<file path="src/rtl/traffic_light_sequencer_pkg.sv">
// Shared constants for the intersection controller:
// state encodings, lamp codes and direction codes.
package traffic_light_sequencer_pkg;

    localparam logic [2:0] NS_GREEN  = 3'd0;
    localparam logic [2:0] NS_YELLOW = 3'd1;
    localparam logic [2:0] ALLRED    = 3'd2;
    localparam logic [2:0] EW_GREEN  = 3'd3;
    localparam logic [2:0] EW_YELLOW = 3'd4;
    localparam logic [2:0] PED_WALK  = 3'd5;

    localparam logic [2:0] RED = 3'b100;
    localparam logic [2:0] YEL = 3'b010;
    localparam logic [2:0] GRN = 3'b001;

    localparam logic NS = 1'b0;
    localparam logic EW = 1'b1;

endpackage

</file>
<file path="src/rtl/traffic_light_sequencer_phase_timer.sv">
// Loadable phase down-counter; load wins over tick,
// and the count holds at zero until reloaded.
module traffic_light_sequencer_phase_timer #(
    parameter int                   TIMER_W = 4,
    parameter logic [TIMER_W-1:0]   RST_VAL = '0
) (
    input  logic               clk_in,
    input  logic               rst_n,
    input  logic               load,
    input  logic [TIMER_W-1:0] load_val,
    input  logic               tick,
    output logic               zero
);

    logic [TIMER_W-1:0] count_q;

    // Reload on phase entry, otherwise count ticks down to zero.
    always_ff @(posedge clk_in or negedge rst_n) begin
        if (!rst_n) begin
            count_q <= RST_VAL;
        end else if (load) begin
            count_q <= load_val;
        end else if (tick && (count_q != '0)) begin
            count_q <= count_q - 1'b1;
        end
    end

    assign zero = (count_q == '0);

endmodule

</file>
<file path="src/rtl/traffic_light_sequencer.sv">
// Four-way intersection Moore FSM with pedestrian WALK phase.
// Phases are counted in 1 Hz ticks from the shared phase timer.
module traffic_light_sequencer
    import traffic_light_sequencer_pkg::*;
#(
    parameter int GREEN_SEC  = 10,
    parameter int YELLOW_SEC = 5,
    parameter int ALLRED_SEC = 1,
    parameter int WALK_SEC   = 5,
    parameter int TIMER_W    = 4
) (
    input  logic       clk_in,
    input  logic       rst_n,
    input  logic       tick_in,
    input  logic       ped_req_in,
    output logic [2:0] ns_light,
    output logic [2:0] ew_light,
    output logic       walk_out,
    output logic       ped_ack_out,
    output logic [2:0] state_out
);

    // A zero length is treated as a one-tick phase.
    localparam logic [TIMER_W-1:0] G_LD =
        TIMER_W'((GREEN_SEC > 1) ? GREEN_SEC - 1 : 0);
    localparam logic [TIMER_W-1:0] Y_LD =
        TIMER_W'((YELLOW_SEC > 1) ? YELLOW_SEC - 1 : 0);
    localparam logic [TIMER_W-1:0] R_LD =
        TIMER_W'((ALLRED_SEC > 1) ? ALLRED_SEC - 1 : 0);
    localparam logic [TIMER_W-1:0] W_LD =
        TIMER_W'((WALK_SEC > 1) ? WALK_SEC - 1 : 0);

    logic [2:0]         state_q;
    logic [2:0]         state_d;
    logic               dir_q;
    logic               dir_d;
    logic               ped_pending_q;
    logic               ped_ack_q;
    logic               zero;
    logic               advance;
    logic               enter_walk;
    logic               load;
    logic [TIMER_W-1:0] load_val;

    assign advance    = tick_in && zero;
    assign enter_walk = (state_d == PED_WALK) && (state_q != PED_WALK);
    assign load       = (state_d != state_q);

    // Next-state: phases only move on a tick with the timer expired.
    always_comb begin
        state_d = state_q;
        dir_d   = dir_q;
        case (state_q)
            NS_GREEN:  if (advance) state_d = NS_YELLOW;
            NS_YELLOW: if (advance) begin
                state_d = ALLRED;
                dir_d   = EW;
            end
            EW_GREEN:  if (advance) state_d = EW_YELLOW;
            EW_YELLOW: if (advance) begin
                state_d = ALLRED;
                dir_d   = NS;
            end
            ALLRED:    if (advance) begin
                if (ped_pending_q)
                    state_d = PED_WALK;
                else
                    state_d = (dir_q == EW) ? EW_GREEN : NS_GREEN;
            end
            PED_WALK:  if (advance)
                state_d = (dir_q == EW) ? EW_GREEN : NS_GREEN;
            default:   state_d = ALLRED;
        endcase
    end

    // Length of the phase being entered, minus one.
    always_comb begin
        load_val = R_LD;
        case (state_d)
            NS_GREEN, EW_GREEN:   load_val = G_LD;
            NS_YELLOW, EW_YELLOW: load_val = Y_LD;
            PED_WALK:             load_val = W_LD;
            default:              load_val = R_LD;
        endcase
    end

    // State, direction, pending request and entry-acknowledge registers.
    always_ff @(posedge clk_in or negedge rst_n) begin
        if (!rst_n) begin
            state_q       <= ALLRED;
            dir_q         <= NS;
            ped_pending_q <= 1'b0;
            ped_ack_q     <= 1'b0;
        end else begin
            state_q   <= state_d;
            dir_q     <= dir_d;
            ped_ack_q <= enter_walk;
            if (enter_walk)
                ped_pending_q <= 1'b0;
            else if (ped_req_in && (state_q != PED_WALK))
                ped_pending_q <= 1'b1;
        end
    end

    traffic_light_sequencer_phase_timer #(
        .TIMER_W (TIMER_W),
        .RST_VAL (R_LD)
    ) u_phase_timer (
        .clk_in   (clk_in),
        .rst_n    (rst_n),
        .load     (load),
        .load_val (load_val),
        .tick     (tick_in),
        .zero     (zero)
    );

    // Moore lamp decode; illegal codes show red on both roads.
    always_comb begin
        ns_light = RED;
        ew_light = RED;
        walk_out = 1'b0;
        case (state_q)
            NS_GREEN:  ns_light = GRN;
            NS_YELLOW: ns_light = YEL;
            EW_GREEN:  ew_light = GRN;
            EW_YELLOW: ew_light = YEL;
            PED_WALK:  walk_out = 1'b1;
            default:   ;
        endcase
    end

    assign ped_ack_out = ped_ack_q;
    assign state_out   = state_q;

endmodule

</file>
<file path="config.mk">
export PLATFORM = sky130hd
export DESIGN_NAME = traffic_light_sequencer
export DESIGN_NICKNAME = d
export VERILOG_FILES = /design/src/rtl/traffic_light_sequencer_pkg.sv /design/src/rtl/traffic_light_sequencer_phase_timer.sv /design/src/rtl/traffic_light_sequencer.sv
export SDC_FILE = /design/constraint.sdc
export NUM_CORES = 1
export LEC_CHECK = 0
export CORE_AREA = 2 2 43 45
export DETAILED_ROUTE_END_ITERATION = 6
export DIE_AREA = 0 0 45 47
export PLACE_DENSITY = 0.69
export SYNTH_ARGS = -nofsm -noshare
export SYNTH_HDL_FRONTEND = slang
export SYNTH_SLANG_ARGS = --single-unit
</file>
<file path="constraint.sdc">
create_clock -name clk_in -period 2.3 [get_ports clk_in]
set_clock_uncertainty 0.2 [all_clocks]
set_input_delay 0.46 -clock clk_in [delete_from_list [all_inputs] [get_ports clk_in]]
set_output_delay 0.46 -clock clk_in [all_outputs]
set_load 0.05 [all_outputs]
</file>
==> results_dict.tcl <==
set metrics [dict create \
    fin_crit_sh_pct 94.91 \
    drive_gt1_share_pct 32.29 \
    post-cts-setup-buffers 0 \
    hp-class "input pin to asynchronous set/reset pin" \
    yosysUniqueCellTypes 35 \
    vias 619 \
    p_leak_nw 0.4301 \
    postSynthAreaPerCell_um2 8.983 \
    cts.clk_slew.worst_paths_ps 70 \
    cts_hold_buf 0 \
    ys_warn_count 0 \
    startpoint_type "flop" \
    clock.fmax_mhz 458.1 \
    finalPower_mw 1.173 \
    r2r_cells 6 \
    path_class "flop to primary output" \
    drv_cap 0 \
    synthArstFlopShare_pct 100.0 \
    arrival_ps 1520 \
    firstDrtPassIters 4 \
    die_w_um 45 \
    drtAntennaViolNets 0 \
    r2r_start "u_phase_timer.count_q[0]$_DFFE_PN0P_" \
    num_rows 15 \
    start_util_pct 42.42 \
    rr_endpoint "state_out[1]$_DFF_PN1_" \
    dp_slack_ps 83.57 \
    synth-seq-area-share_pct 35.89 \
    htree_levels 1 \
    r2r_setup_slack_ps 370 \
    grt.total_usage_pct 16.73 \
    setup_tns_ps 0 \
    core_um2 1652 \
    status "completed" \
    antenna_cells 0 \
    fin_cells 113 \
    slew_violations 0 \
    synth_fp_nets 84 \
    utilization_pct 59.24 \
    cp_data_required_time_ps 1640 \
    dp_hpwl_mm 1.095 \
    clk_path_buf_depth 2 \
    grt_pass1_vias 584 \
    routabilityCongestion 0.7745 \
    ys_ff_latch 10 \
    setup_viol 0 \
    drt_wl_total_mm 1.479 \
    hold_slack_ps 316.2 \
    cts-resized-gates 0 \
    peakVddDrop_mv 0.8218 \
    first_iter_violations 15 \
    area_delta_synth_final_pct 39.64 \
    portBuffers 14 \
    die_h_um 47 \
    place_area_um2 934.6 \
    wl_per_cell_um 13.09 \
    ioPinCount 15 \
    rsz0062_at_grt "no" \
    grt_pass1_wl_mm 2.546 \
    hold_viol_final 0 \
    cts_tree "yes" \
    stdcell_area_um2 978.4 \
    netlist_area_um2 700.7 \
    place_inst 108 \
    synth_edf_count 0 \
    slew_headroom_pct 67.30 \
    syn_inst 78 \
    grt_remaining_overflow 0 \
    antenna_found_initial 0 \
    route.detailed.drc 0 \
    worst_slack_ps 117.0 \
    p_per_area_nw_per_um2 1199 \
    min_period_ps 2183 \
    clkSinkCount 10 \
    crit_path_end_kind "primary output" \
    nNetsFinal 103 \
    cts_buffers 3 \
    vias_per_cell 5.478 \
    worstMarginPinSlew_ps 488.9 \
    grt_start_max_net_pins 14 \
    root_buffer "clkbuf_4" \
    clk_latency_ps 270 \
    die_area_um2 2115 \
    cp_max_fo 9 \
    synth_top_flop_cell "dfrtp_1" \
]
==> sequential cells by signal, summed over array words and instances (netlist names) <==
| name | flops |
|---|---|
| dir_q | 1 |
| ped_ack_out | 1 |
| ped_pending_q | 1 |
| state_out | 3 |
| u_phase_timer.count_q | 4 |
==> cells in the mapped netlist (2+ instances only) <==
library cell,number,share of area [%]
ha_1,2,3.6
dfrtp_1,9,32
nand2_1,5,2.7
or2_2,2,1.8
mux2i_1,2,2.9
inv_1,6,3.2
nor3_1,3,2.1
o21ai_0,3,2.1
a21oi_1,5,3.6
nand3_1,3,2.1
nor2_1,11,5.9
nor2b_1,3,2.7
a31oi_1,2,1.8
==> how the worst max path moves through the flow <==
stage | start | to
after floorplan | state_out[2]$_DFF_PN0_ | ew_light[2]
after global placement | tick_in | u_phase_timer.count_q[3]$_DFFE_PN0P_
after detailed placement | tick_in | u_phase_timer.count_q[3]$_DFFE_PN0P_
after CTS | state_out[1]$_DFF_PN1_ | ew_light[2]
after global routing | state_out[1]$_DFF_PN1_ | ew_light[2]
final | state_out[1]$_DFF_PN1_ | ew_light[2]
==> worst max-delay path, stage by stage, from the launching register on <==
cell and delay [ps]:
dfstp_2 620, inv_1 150, nor3_4 260, nor2_2 70, buf_12 150
==> cells in the final DEF, fill, tap and decap left out, types with 2 or more instances in the layout <==
master | netlist | layout
nor3_4 | 1 | 2
nor2b_1 | 3 | 3
nor2_1 | 11 | 7
a21oi_1 | 5 | 5
buf_12 | 0 | 7
nor3_1 | 3 | 2
mux2i_1 | 2 | 2
nand2_1 | 5 | 5
a31oi_1 | 2 | 2
or2_2 | 2 | 2
dfrtp_1 | 9 | 9
nand3_1 | 3 | 3
inv_1 | 6 | 6
clkdlybuf4s50_1 | 0 | 4
ha_1 | 2 | 2
o21ai_0 | 3 | 3
nor2_2 | 1 | 5
buf_4 | 0 | 7
clkbuf_4 | 0 | 3
==> metal layers <==
metal	track usage, %	wire [um]	vias to the layer above
met3	3.846	65	2
met2	26.57	742	17
met1	22.06	662	287
met4	7.059	8	0
li1	-	-	313
met5	0	0	-
==> area by class of cell <==
| class | instances | area (um2) |
|---|---|---|
| fillers | 151 | 673.1 |
| multi-input cells | 58 | 414.1 |
| flip-flops and latches | 10 | 251.5 |
| repair buffers | 18 | 232.7 |
| clock buffers | 4 | 36.28 |
| inverters | 6 | 22.52 |
| well taps | 17 | 21.27 |
==> logic make-up after synthesis <==
family,Yosys count,synth area share [%]
simple gates,36,32.68
compound gates,17,15.71
buf+inv,10,8.034
flops,10,35.89
mux,2,2.857
fa+ha+maj,2,3.571
xor+xnor,1,1.250
==> power by group <==
part | total (mW) | switching [mW] | internal, mW | leakage, nW
clock network | 0.161 | 0.0648 | 0.0962 | 0.0210
logic | 0.729 | 0.412 | 0.316 | 0.301
registers | 0.283 | 0.0615 | 0.222 | 0.108
total | 1.17 | 0.539 | 0.634 | 0.430
(Power assumes the default switching activity.)
